<file path="config.mk">
export PLATFORM = sky130hd
export DESIGN_NAME = rename_table_flat
export DESIGN_NICKNAME = d
export VERILOG_FILES = /design/src/rtl/rename_table_if.sv /design/src/rtl/rename_table.sv /design/src/flat_wrapper.sv
export SDC_FILE = /design/constraint.sdc
export NUM_CORES = 1
export LEC_CHECK = 0
export CAP_MARGIN = 15
export CORE_MARGIN = 5
export CORE_UTILIZATION = 30
export CTS_CLUSTER_SIZE = 20
export DETAILED_ROUTE_END_ITERATION = 16
export PLACE_DENSITY = 0.48
export SYNTH_ARGS = -nofsm -noshare
export SYNTH_HDL_FRONTEND = slang
export SYNTH_SLANG_ARGS = --single-unit
</file>
<file path="constraint.sdc">
create_clock -name clk_i -period 9.3 [get_ports clk_i]
set_input_delay 0.93 -clock clk_i [delete_from_list [all_inputs] [get_ports clk_i]]
set_output_delay 0.93 -clock clk_i [all_outputs]
set_load 0.005 [all_outputs]
</file>
<file path="src/rtl/rename_table_if.sv">
// Rename-stage bus between the decode/allocate logic and the register rename table.
// The master drives the rename request; the rename table is the slave.
interface rename_table_if #(
    parameter int NUM_ISA_REGS    = 32,
    parameter int NUM_PHYS_REGS   = 64,
    parameter int NUM_CHECKPOINTS = 4
);
    localparam int ISA_W = $clog2(NUM_ISA_REGS);
    localparam int REG_W = $clog2(NUM_PHYS_REGS);
    localparam int CP_W  = $clog2(NUM_CHECKPOINTS);

    logic             rename_valid_i;
    logic [ISA_W-1:0] src1_i;
    logic [ISA_W-1:0] src2_i;
    logic [ISA_W-1:0] dst_i;
    logic             dst_write_i;
    logic [REG_W-1:0] new_dst_i;
    logic             checkpoint_i;
    logic             recover_i;
    logic [CP_W-1:0]  recover_id_i;
    logic             delete_checkpoint_i;

    logic [REG_W-1:0] src1_phys_o;
    logic [REG_W-1:0] src2_phys_o;
    logic [REG_W-1:0] old_dst_phys_o;
    logic             rename_valid_o;
    logic [CP_W-1:0]  checkpoint_id_o;
    logic             read_head_o;
    logic             out_of_checkpoints_o;

    modport master (
        output rename_valid_i, src1_i, src2_i, dst_i, dst_write_i, new_dst_i,
               checkpoint_i, recover_i, recover_id_i, delete_checkpoint_i,
        input  src1_phys_o, src2_phys_o, old_dst_phys_o, rename_valid_o,
               checkpoint_id_o, read_head_o, out_of_checkpoints_o
    );

    modport slave (
        input  rename_valid_i, src1_i, src2_i, dst_i, dst_write_i, new_dst_i,
               checkpoint_i, recover_i, recover_id_i, delete_checkpoint_i,
        output src1_phys_o, src2_phys_o, old_dst_phys_o, rename_valid_o,
               checkpoint_id_o, read_head_o, out_of_checkpoints_o
    );
endinterface

</file>
<file path="src/rtl/rename_table.sv">
// Architectural-to-physical register map with a circular buffer of branch snapshots
// for single-cycle mispredict recovery.
module rename_table #(
    parameter int NUM_ISA_REGS    = 32,
    parameter int NUM_PHYS_REGS   = 64,
    parameter int NUM_CHECKPOINTS = 4
) (
    input logic           clk_i,
    input logic           rstn_i,
    rename_table_if.slave rt
);
    localparam int ISA_W = $clog2(NUM_ISA_REGS);
    localparam int REG_W = $clog2(NUM_PHYS_REGS);
    localparam int CP_W  = $clog2(NUM_CHECKPOINTS);

    typedef logic [REG_W-1:0] reg_t;
    typedef logic [CP_W-1:0]  cp_t;
    typedef logic [CP_W:0]    cnt_t;

    reg_t map_q  [NUM_ISA_REGS];
    reg_t map_wr [NUM_ISA_REGS];
    reg_t snap_q [NUM_CHECKPOINTS][NUM_ISA_REGS];

    cp_t  head_q;
    cp_t  tail_q;
    cnt_t num_q;
    cp_t  rec_dist;

    reg_t src1_q;
    reg_t src2_q;
    reg_t old_dst_q;
    logic rename_valid_q;
    cp_t  cp_id_q;

    logic full;
    logic rename_ok;
    logic dst_alloc;
    logic take_cp;
    logic drop_cp;

    assign full      = (num_q == cnt_t'(NUM_CHECKPOINTS));
    assign rename_ok = rt.rename_valid_i & ~rt.recover_i;
    assign dst_alloc = rename_ok & rt.dst_write_i & (rt.dst_i != '0);
    assign take_cp   = rename_ok & rt.checkpoint_i & ~full;
    assign drop_cp   = rt.delete_checkpoint_i & ~rt.recover_i & (num_q != '0);
    assign rec_dist  = rt.recover_id_i - head_q;

    assign rt.read_head_o          = dst_alloc;
    assign rt.out_of_checkpoints_o = full;
    assign rt.src1_phys_o          = src1_q;
    assign rt.src2_phys_o          = src2_q;
    assign rt.old_dst_phys_o       = old_dst_q;
    assign rt.rename_valid_o       = rename_valid_q;
    assign rt.checkpoint_id_o      = cp_id_q;

    // A branch snapshot must include the branch's own destination write.
    always_comb begin
        for (int i = 0; i < NUM_ISA_REGS; i++) begin
            map_wr[i] = map_q[i];
        end
        if (dst_alloc) begin
            map_wr[rt.dst_i] = rt.new_dst_i;
        end
    end

    // Entry 0 is reset to zero and excluded from every write path.
    always_ff @(posedge clk_i or negedge rstn_i) begin
        if (!rstn_i) begin
            for (int i = 0; i < NUM_ISA_REGS; i++) begin
                map_q[i] <= reg_t'(i);
            end
        end else if (rt.recover_i) begin
            for (int i = 1; i < NUM_ISA_REGS; i++) begin
                map_q[i] <= snap_q[rt.recover_id_i][i];
            end
        end else if (dst_alloc) begin
            map_q[rt.dst_i] <= rt.new_dst_i;
        end
    end

    always_ff @(posedge clk_i) begin
        if (take_cp) begin
            snap_q[tail_q] <= map_wr;
        end
    end

    always_ff @(posedge clk_i or negedge rstn_i) begin
        if (!rstn_i) begin
            head_q <= '0;
            tail_q <= '0;
            num_q  <= '0;
        end else if (rt.recover_i) begin
            tail_q <= rt.recover_id_i;
            num_q  <= {1'b0, rec_dist};
        end else begin
            if (take_cp) begin
                tail_q <= tail_q + cp_t'(1);
            end
            if (drop_cp) begin
                head_q <= head_q + cp_t'(1);
            end
            num_q <= num_q + cnt_t'(take_cp) - cnt_t'(drop_cp);
        end
    end

    // Lookups use the map as it stood before this instruction's own write.
    always_ff @(posedge clk_i or negedge rstn_i) begin
        if (!rstn_i) begin
            src1_q         <= '0;
            src2_q         <= '0;
            old_dst_q      <= '0;
            rename_valid_q <= 1'b0;
            cp_id_q        <= '0;
        end else begin
            rename_valid_q <= rename_ok;
            if (rename_ok) begin
                src1_q    <= map_q[rt.src1_i];
                src2_q    <= map_q[rt.src2_i];
                old_dst_q <= dst_alloc ? map_q[rt.dst_i] : '0;
                if (take_cp) begin
                    cp_id_q <= tail_q;
                end
            end
        end
    end
endmodule

</file>
<file path="src/flat_wrapper.sv">
// flat-port wrapper written by rule: the top's interface ports become plain ports
module rename_table_flat 
#(
    parameter int NUM_ISA_REGS    = 32,
    parameter int NUM_PHYS_REGS   = 64,
    parameter int NUM_CHECKPOINTS = 4
)
  (clk_i, rstn_i, rt_rename_valid_i, rt_src1_i, rt_src2_i, rt_dst_i, rt_dst_write_i, rt_new_dst_i, rt_checkpoint_i, rt_recover_i, rt_recover_id_i, rt_delete_checkpoint_i, rt_src1_phys_o, rt_src2_phys_o, rt_old_dst_phys_o, rt_rename_valid_o, rt_checkpoint_id_o, rt_read_head_o, rt_out_of_checkpoints_o);
  rename_table_if #(.NUM_ISA_REGS(NUM_ISA_REGS), .NUM_PHYS_REGS(NUM_PHYS_REGS), .NUM_CHECKPOINTS(NUM_CHECKPOINTS)) rt_i ();
  input logic clk_i;
  input logic rstn_i;
  input wire logic [$bits(rt_i.rename_valid_i)-1:0] rt_rename_valid_i;
  input wire logic [$bits(rt_i.src1_i)-1:0] rt_src1_i;
  input wire logic [$bits(rt_i.src2_i)-1:0] rt_src2_i;
  input wire logic [$bits(rt_i.dst_i)-1:0] rt_dst_i;
  input wire logic [$bits(rt_i.dst_write_i)-1:0] rt_dst_write_i;
  input wire logic [$bits(rt_i.new_dst_i)-1:0] rt_new_dst_i;
  input wire logic [$bits(rt_i.checkpoint_i)-1:0] rt_checkpoint_i;
  input wire logic [$bits(rt_i.recover_i)-1:0] rt_recover_i;
  input wire logic [$bits(rt_i.recover_id_i)-1:0] rt_recover_id_i;
  input wire logic [$bits(rt_i.delete_checkpoint_i)-1:0] rt_delete_checkpoint_i;
  output wire logic [$bits(rt_i.src1_phys_o)-1:0] rt_src1_phys_o;
  output wire logic [$bits(rt_i.src2_phys_o)-1:0] rt_src2_phys_o;
  output wire logic [$bits(rt_i.old_dst_phys_o)-1:0] rt_old_dst_phys_o;
  output wire logic [$bits(rt_i.rename_valid_o)-1:0] rt_rename_valid_o;
  output wire logic [$bits(rt_i.checkpoint_id_o)-1:0] rt_checkpoint_id_o;
  output wire logic [$bits(rt_i.read_head_o)-1:0] rt_read_head_o;
  output wire logic [$bits(rt_i.out_of_checkpoints_o)-1:0] rt_out_of_checkpoints_o;
  assign rt_i.rename_valid_i = rt_rename_valid_i;
  assign rt_i.src1_i = rt_src1_i;
  assign rt_i.src2_i = rt_src2_i;
  assign rt_i.dst_i = rt_dst_i;
  assign rt_i.dst_write_i = rt_dst_write_i;
  assign rt_i.new_dst_i = rt_new_dst_i;
  assign rt_i.checkpoint_i = rt_checkpoint_i;
  assign rt_i.recover_i = rt_recover_i;
  assign rt_i.recover_id_i = rt_recover_id_i;
  assign rt_i.delete_checkpoint_i = rt_delete_checkpoint_i;
  assign rt_src1_phys_o = rt_i.src1_phys_o;
  assign rt_src2_phys_o = rt_i.src2_phys_o;
  assign rt_old_dst_phys_o = rt_i.old_dst_phys_o;
  assign rt_rename_valid_o = rt_i.rename_valid_o;
  assign rt_checkpoint_id_o = rt_i.checkpoint_id_o;
  assign rt_read_head_o = rt_i.read_head_o;
  assign rt_out_of_checkpoints_o = rt_i.out_of_checkpoints_o;
  rename_table #(.NUM_ISA_REGS(NUM_ISA_REGS), .NUM_PHYS_REGS(NUM_PHYS_REGS), .NUM_CHECKPOINTS(NUM_CHECKPOINTS)) u_core (.clk_i(clk_i), .rstn_i(rstn_i), .rt(rt_i));
endmodule
</file>
---- Word level (Yosys, flattened, before mapping) ----
Memories as Yosys holds them, arrays and structs flattened.
Cells that the tools add are included.
cells by class
  bitwise operators ....................... 12
  multiplexer cells ....................... 20
  div/mod/pow operators ................... 0
  magnitude comparators ................... 4
  equal/unequal tests ..................... 1
  $mul .................................... 0
  add/subtract/negate cells ............... 5
  reductions and logical operators ........ 6
  shift-type cells ........................ 0
operators with widths
  kind                                                       count
  bitwise mux 192 bit                                        1
  two-way mux 192 bit                                        1
  two-way mux 186 bit                                        1
  binary-select mux 6 bit (select 5 bit)                     3
  two-way mux 6 bit                                          8
  demux 6 bit (select 5 bit)                                 1
  greater-or-equal comparator 6 bit (second input constant)  3
  inverter 5 -> 6 bit                                        3
  bitwise AND 1 bit                                          7
  < comparator 6 x 1 -> 1 bit (second input constant)        1
  nonzero test 5 bit                                         1
  adder 2 x 1 -> 2 bit (second input constant)               2
  two-way mux 2 bit                                          2
  AND reduction 2 bit                                        2
  adder 3 x 1 -> 3 bit                                       1
  equality test 3 bit (second input constant)                1
  two-way mux 3 bit                                          1
  nonzero test 3 bit                                         1
  subtractor 3 x 1 -> 3 bit                                  1
  two-way mux 1 bit                                          2
  inverter 1 bit                                             2
  nonzero test 2 bit                                         1
  subtractor 2 bit                                           1
  logical AND 1 bit                                          1
storage, ports and cells
  memories ................................ 1
  output and inout bits ................... 23
  ROM bits ................................ 0
  bits in writable memories ............... 768
  latch bits .............................. 0
  register bits after elaboration ......... 220
  input port bits ......................... 30
  word-level logic and storage cells ...... 89
memories
  memory         words  width  rd ports  clocked after Yosys merged registers in  wr ports  line                RTL
  u_core.snap_q  4      192    1         0                                        1         rename_table.sv:22  reg_t snap_q [NUM_CHECKPOINTS][NUM_ISA_REGS];

---- Longest topological paths before layout ----
Gate-level depths: netlist of run 1.
  word-level depth ........................ 8
  depth in mapped cells ................... 8
  depth with buffers taken out ............ 8

---- Worst setup path before layout of run 1 ----
Ideal clock, no wire load.
  path type ............................... input port to flip-flop
  start ................................... in rt_recover_i
  end ..................................... mem u_core.snap_q[0][0] in the netlist's numbering, enable pin
  stages .................................. 5
  path buffers ............................ 2
  setup slack ............................. 2.639 ns
  arrival ................................. 6.092 ns
  library setup time ...................... 0.569 ns
  required time ........................... 8.731 ns
  path through ............................ clkbuf_1 nand2b_1 clkbuf_1 nor3b_2 and2_1
on the way
  word-level cells in the longest chain between the ends .. 6
RTL lines
  what                                     line                RTL
  from (decl)                              flat_wrapper.sv:19  input wire logic [$bits(rt_i.recover_i)-1:0] rt_recover_i;
  inverter 1 bit                           rename_table.sv:42  assign rename_ok = rt.rename_valid_i & ~rt.recover_i;
  bitwise AND 1 bit                        rename_table.sv:42
  bitwise AND 1 bit (2 in a row)           rename_table.sv:44  assign take_cp = rename_ok & rt.checkpoint_i & ~full;
  two-way mux 1 bit                        rename_table.sv:82  if (take_cp) begin
  two-way mux 1 bit (not written as such)  rename_table.sv:83  snap_q[tail_q] <= map_wr;
  to (decl)                                rename_table.sv:22
No other way between the ends.

---- Final worst setup path of run 1 ----
  start ................................... in rt_dst_i[3]
  end ..................................... out rt_read_head_o
on the way
  word-level cells in the longest chain between the ends .. 2
RTL lines
  what                line                RTL
  from (decl)         flat_wrapper.sv:15  input wire logic [$bits(rt_i.dst_i)-1:0] rt_dst_i;
  nonzero test 5 bit  rename_table.sv:43  assign dst_alloc = rename_ok & rt.dst_write_i & (rt.dst_i != '0);
  bitwise AND 1 bit   rename_table.sv:43
  to (decl)           flat_wrapper.sv:27  output wire logic [$bits(rt_i.read_head_o)-1:0] rt_read_head_o;
No other way between the ends.

==> impl_metrics.yaml, run 1 <==
critical_path:
  reg2regPathDepth: 4
  crit_arrival_ns: 4.13
  r2r_end: "u_core.snap_q[3][16]$_DFFE_PP_"
  crit_type: "in -> out"
  cp-start-kind: "primary input"
  cp-end-kind: "primary output"
  path_cells: "clkdlybuf4s50_1 > nor3_1 > a21oi_1 > clkdlybuf4s50_1"
  crit_slowest_cell: "nor3_1"
  crit_top_cell: "clkdlybuf4s50_1"
  cpPeakStageDelay_ns: 1.16
  cp_max_fo: 24
  worstReg2RegStart: "u_core.num_q[2]$_DFF_PN0_"
  worstPathRequired_ns: 8.37
  regToRegSetupSlack_ns: 5.99
cts:
  cts_max_path_buffers: 3
  clk_latency_ns: 0.70
  cts.sinks: 964
  cts_tree: "done"
  clock-root-buffer: "clkbuf_16"
  htree_levels: 3
  post_cts_buffers: 0
  clk_pin_slew_ns: 0.06
  cts_buffers: 103
  hold_buffers: 0
  cts_resized: 0
route:
  detail-route-antenna-nets: 0
  drt-total-wl_mm: 120
  via_count: 21370
  dr.pass1.iters: 5
  routedWlPerCell_um: 29.7
  drtIter0Drc: 1884
  drc: 0
  drt-vias-per-instance: 5.26
min_path:
  hp-class: "in -> async"
timing:
  rsz0062_at_grt: "false"
  finClkSkew_ns: 0.0391
  max_slew_margin: 0.174
  final.setup.tns_ns: 0
  tightest_slew_ns: 1.23
  hold_viol_final: 0
  worst_hold_slack_ns: 0.282
  drv_slew: 0
  finalCritPeriodShare: 0.544
  fin_crit_ns: 5.06
  timing.fmax_ghz: 0.198
  finalSetupViolCount: 0
synthesis:
  synth_area_mm2: 0.0420
  ys_ff_latch: 964
  avgSynthCellArea_um2: 20.5
  synth_most_common_cell: "edfxtp_1"
  synth_edf_count: 744
  yosys-top-cells-area: "edfxtp_1 53%, mux4_2 18%, mux2_2 9.7%"
  yosys.area.top_type_share: 0.532
  seq_area_frac_synth: 0.665
  synth_top_cell_by_area: "edfxtp_1"
  synth_nets: 2089
  synth_common_cells: "744 x edfxtp_1, 361 x mux2_2, 330 x mux4_2, 140 x dfrtp_1, 83 x clkbuf_1"
  ys.flop_type: "edfxtp_1"
  yosysUniqueCellTypes: 48
  ys_async_sr_fraction: 0.228
  yosys_warnings: 0
  syn_inst: 2051
global_route:
  grt_pass1_wl_mm: 173
  first_global_vias: 22468
  track_usage: 0.162
  grt_max_degree: 96
  antenna_found_initial: 20
  grt_overflow: 0
placed_design:
  globalplace.congestion: 0.846
  dp_hpwl_mm: 70.8
  port-buffer-count: 52
  placedCellCount: 3859
floorplan:
  fp-row-count: 137
  die-height_um: 384
  start_util: 0.302
  core_area_mm2: 0.139
  die_w_um: 384
  dieArea_mm2: 0.148
  io_pins: 53
power:
  power_density_mw_per_mm2: 220
  cellLeakagePower_nw: 15.5
  irDropWorstVdd_v: 0.000135
  p_total_mw: 10.6
final_layout:
  fillers: 12883
  seqCellArea_mm2: 0.0279
  fin_nets: 2126
  fin_cells: 4060
  drive_above_1_share: 0.471
  area_growth_pct: 14.5
  multi_input_area_mm2: 0.0134
outcome:
  status: "completed"
flow_run:
  drv_cap: 0
==> critical path, delay by kind of cell <==
kind | cells | cell delay [ns]
and+or+nand+nor | 1 | 1.16
buffers and inverters | 2 | 1.42
AOI/OAI and AO/OA | 1 | 0.60
==> placed cells by master (no fill, tap or decap), types with 4 or more instances in the layout <==
| cell type | synthesis | routed |
|---|---|---|
| a22o_1 | 6 | 6 |
| a22oi_1 | 24 | 24 |
| and2_4 | 0 | 4 |
| and3b_1 | 4 | 4 |
| buf_12 | 0 | 5 |
| buf_4 | 8 | 29 |
| buf_8 | 0 | 4 |
| bufinv_16 | 0 | 13 |
| clkbuf_1 | 83 | 28 |
| clkbuf_16 | 0 | 108 |
| clkbuf_8 | 0 | 12 |
| clkdlybuf4s50_1 | 0 | 42 |
| clkinv_1 | 0 | 5 |
| clkinv_2 | 0 | 18 |
| clkinvlp_4 | 0 | 5 |
| dfrtp_1 | 140 | 140 |
| dfstp_2 | 80 | 80 |
| diode_2 | 0 | 5 |
| edfxtp_1 | 744 | 744 |
| ha_1 | 7 | 7 |
| inv_1 | 8 | 8 |
| inv_6 | 0 | 4 |
| mux2_2 | 361 | 361 |
| mux2_4 | 12 | 12 |
| mux4_2 | 330 | 330 |
| nand2_1 | 16 | 16 |
| nand3b_1 | 9 | 9 |
| nand4_1 | 5 | 5 |
| nor3_2 | 18 | 18 |
| o2111ai_1 | 6 | 6 |
| o21ai_0 | 14 | 14 |
| o22ai_1 | 48 | 48 |
| or3b_2 | 7 | 7 |
| or4_1 | 14 | 14 |
| xnor2_1 | 6 | 6 |
==> per-stage QoR <==
stage	utilization	instance area, um^2	setup slack [ns]
after detailed placement	0.319	44500	4.37
after global placement	0.319	44500	4.45
after CTS	0.345	48100	4.47
final	0.345	48100	4.24
after floorplan	-	42000	2.64
after global routing	0.345	48100	4.33
==> cells by family after synthesis <==
kind of cell,share of synthesized area
DFF,0.665
buffers and inverters,0.0171
and+or+nand+nor,0.0194
adders and majority gates,0.00256
AOI/OAI and AO/OA,0.0158
xor gates and xnor gates,0.00146
muxes,0.279
==> area by class of cell <==
class	instances	share of cell area
flip-flops and latches	964	0.581
clock inverters	48	0.0126
inverters	8	0.000624
repair buffers	83	0.0169
clock buffers	148	0.0618
diodes	5	0.000260
multi-input cells	928	0.278
well taps	1876	0.0488
==> state kept, by name, summed over array words and instances (netlist names), named ones only <==
name,cells
u_core.num_q,3
u_core.rt.src2_phys_o,6
u_core.head_q,2
u_core.tail_q,2
u_core.snap_q,744
u_core.rt.old_dst_phys_o,6
u_core.rt.checkpoint_id_o,2
u_core.map_q,186
u_core.rt.src1_phys_o,6
u_core.rt.rename_valid_o,1
==> worst max path at each step <==
stage / endpoint / start / slack, ns
floorplan: u_core.snap_q[0][0]$_DFFE_PP_ / rt_recover_i / 2.64
global placement: u_core.snap_q[1][11]$_DFFE_PP_ / rt_rename_valid_i / 4.45
detailed placement: u_core.snap_q[1][11]$_DFFE_PP_ / rt_rename_valid_i / 4.37
CTS: rt_read_head_o / rt_dst_i[3] / 4.47
global route: rt_read_head_o / rt_dst_i[3] / 4.33
finish: rt_read_head_o / rt_dst_i[3] / 4.24
==> layer usage <==
metal / GRT usage / vias to the layer above / wire (um)
met5: 0 / - / 43
met4: 0.0469 / 6 / 3070
met3: 0.0386 / 173 / 7910
met2: 0.256 / 710 / 56200
met1: 0.225 / 11817 / 53200
li1: - / 8664 / -
==> power by group <==
part	internal [mW]	total [mW]	switching, mW
Combinational	0.519	1.12	0.597
Clock	2.59	4.31	1.72
Sequential	4.96	5.15	0.186
Total	8.07	10.6	2.51
Note: power is estimated with default switching activity, not from simulation.
==> run 2, diff against run 1 <==
--- a/config.mk
+++ b/config.mk
@@ -10,7 +10,7 @@
 export CORE_UTILIZATION = 30
 export CTS_CLUSTER_SIZE = 20
 export DETAILED_ROUTE_END_ITERATION = 16
-export PLACE_DENSITY = 0.48
+export PLACE_DENSITY = 0.5
 export SYNTH_ARGS = -nofsm -noshare
 export SYNTH_HDL_FRONTEND = slang
 export SYNTH_SLANG_ARGS = --single-unit
==> constraint.sdc (replaced) <==
create_clock -name clk_i -period 4.13 [get_ports clk_i]
set_input_delay 0.413 -clock clk_i [delete_from_list [all_inputs] [get_ports clk_i]]
set_output_delay 0.413 -clock clk_i [all_outputs]
set_load 0.005 [all_outputs]
==> impl_metrics.yaml, run 2 (synthesis results as in run 1) <==
outcome:
  status: "completed"
floorplan:
  fp-row-count: 137
  die_w_um: 384
  start_util: 0.302
  die-height_um: 384
  core_area_mm2: 0.139
  dieArea_mm2: 0.148
  io_pins: 53
global_route:
  grt_overflow: 0
  track_usage: 0.158
  grt_max_degree: 125
  grt_pass1_wl_mm: 169
  antenna_found_initial: 8
  first_global_vias: 22521
route:
  drtIter0Drc: 1709
  dr.pass1.iters: 5
  routedWlPerCell_um: 28.5
  drt-total-wl_mm: 117
  detail-route-antenna-nets: 0
  drt-vias-per-instance: 5.18
  drc: 0
  via_count: 21311
cts:
  clk_latency_ns: 0.69
  cts.sinks: 964
  clk_pin_slew_ns: 0.06
  cts_buffers: 103
  cts_resized: 0
  cts_tree: "done"
  htree_levels: 3
  cts_max_path_buffers: 3
  post_cts_buffers: 0
  hold_buffers: 1
  clock-root-buffer: "clkbuf_16"
timing:
  finalCritPeriodShare: 0.855
  rsz0062_at_grt: "false"
  tightest_slew_ns: 1.09
  max_slew_margin: 0.270
  finalSetupViolCount: 0
  final.setup.tns_ns: 0
  finClkSkew_ns: 0.0263
  hold_viol_final: 0
  setup_slack_ns: 0.601
  fin_crit_ns: 3.53
  drv_slew: 0
  timing.fmax_ghz: 0.283
flow_run:
  drv_cap: 0
power:
  pwr-share-comb: 0.109
  irDropWorstVdd_v: 0.000310
  pwr-share-clk: 0.401
  power_density_mw_per_mm2: 484
  seqPwrFrac: 0.491
  internal_power_mw: 18.0
  power_switching_mw: 5.62
  cellLeakagePower_nw: 15.9
  netSwitchingFraction: 0.238
placed_design:
  globalplace.congestion: 0.872
  dp_hpwl_mm: 74.0
  dpl_cell_area_mm2: 0.0453
  port-buffer-count: 52
  pre_cts_ws_ns: 0.736
final_layout:
  largest_registers: "u_core.snap_q (744), u_core.map_q (186)"
  largest_reg_flops: 744
  fin_nets: 2178
  final_cell_area_mm2: 0.0487
  final_common_cell: "edfxtp_1"
  seqCellArea_mm2: 0.0279
  multi_input_area_mm2: 0.0134
  area_growth_pct: 16.0
  top_register: "u_core.snap_q"
  drive_above_1_share: 0.485
  final_cell_mix: "744 x edfxtp_1, 361 x mux2_2, 330 x mux4_2"
  fillers: 12880
critical_path:
  worstPathRequired_ns: 3.72
  cp-end-kind: "primary output"
  crit_arrival_ns: 3.12
  cpPeakStageDelay_ns: 0.68
  crit_type: "in -> out"
  cp-start-kind: "primary input"
  crit_slowest_cell: "nor3_1"
  cp_max_fo: 13
  path_cells: "clkdlybuf4s50_1 > buf_4 > nor3_1 > a21oi_1 > buf_4 > clkdlybuf4s50_1"
min_path:
  hp-class: "in -> reg"
run 2: stage by stage:
stage | utilization | instances | hold WS [ns] | total power [mW]
after detailed placement | 0.325 | 3910 | 0.404 | 14.3
after global routing | 0.350 | 4106 | 0.174 | 24.5
after global placement | 0.325 | 3910 | 0.393 | 14.2
after CTS | 0.350 | 4105 | 0.149 | 23.9
after floorplan | - | 2051 | 0.117 | 13.2
final | 0.350 | 4111 | 0.207 | 23.6
run 2: path summary, 6_finish.rpt:
check | end | slack (ns) | depth (start not counted) | start
worst max-delay path | rt_read_head_o | 0.60 | 6 | rt_dst_i[3]
worst min-delay path | u_core.map_q[59]$_DFF_PN0_ | 0.21 | 2 | rt_recover_i
worst max register to register | u_core.snap_q[0][162]$_DFFE_PP_ | 1.88 | 5 | u_core.num_q[2]$_DFF_PN0_
worst min register to register | flip-flop | 0.42 | 0 | flip-flop
max in group asynchronous | u_core.map_q[2]$_DFF_PN1_ | 2.79 | 3 | rstn_i
min in group asynchronous | u_core.map_q[142]$_DFF_PN0_ | 0.35 | 2 | rstn_i
run 2: power groups by stage:
stage          Clock, mW  Combinational [mW]  Sequential [mW]
4_1_cts             9.72                2.60             11.6
2_1_floorplan          0                1.65             11.6
5_1_grt             10.1                2.74             11.6
3_3_place_gp           0                2.51             11.7
3_5_place_dp           0                2.58             11.8
6_report            9.45                2.56             11.6
run 2: cell type report:
class / instances / area share
sequential: 964 / 0.573
inverter: 8 / 0.000616
antenna: 6 / 0.000308
tap: 1876 / 0.0482
multi-input combinational: 928 / 0.274
clock inverter: 67 / 0.0145
timing repair buffer: 135 / 0.0322
clock buffer: 127 / 0.0566
run 2: per-layer routing:
metal	vias to the layer above	GRT usage	wire length, um
met5	-	0	20
met4	4	0.0439	2780
met3	135	0.0367	8140
met2	650	0.254	56100
met1	11745	0.215	50300
li1	8777	-	-
run 2: worst max-delay path: cells and delay by family:
kind                   cells  cell delay, ns
AND/OR/NAND/NOR            1            0.68
buffers and inverters      4            1.64
AO/OA/AOI/OAI              1            0.37
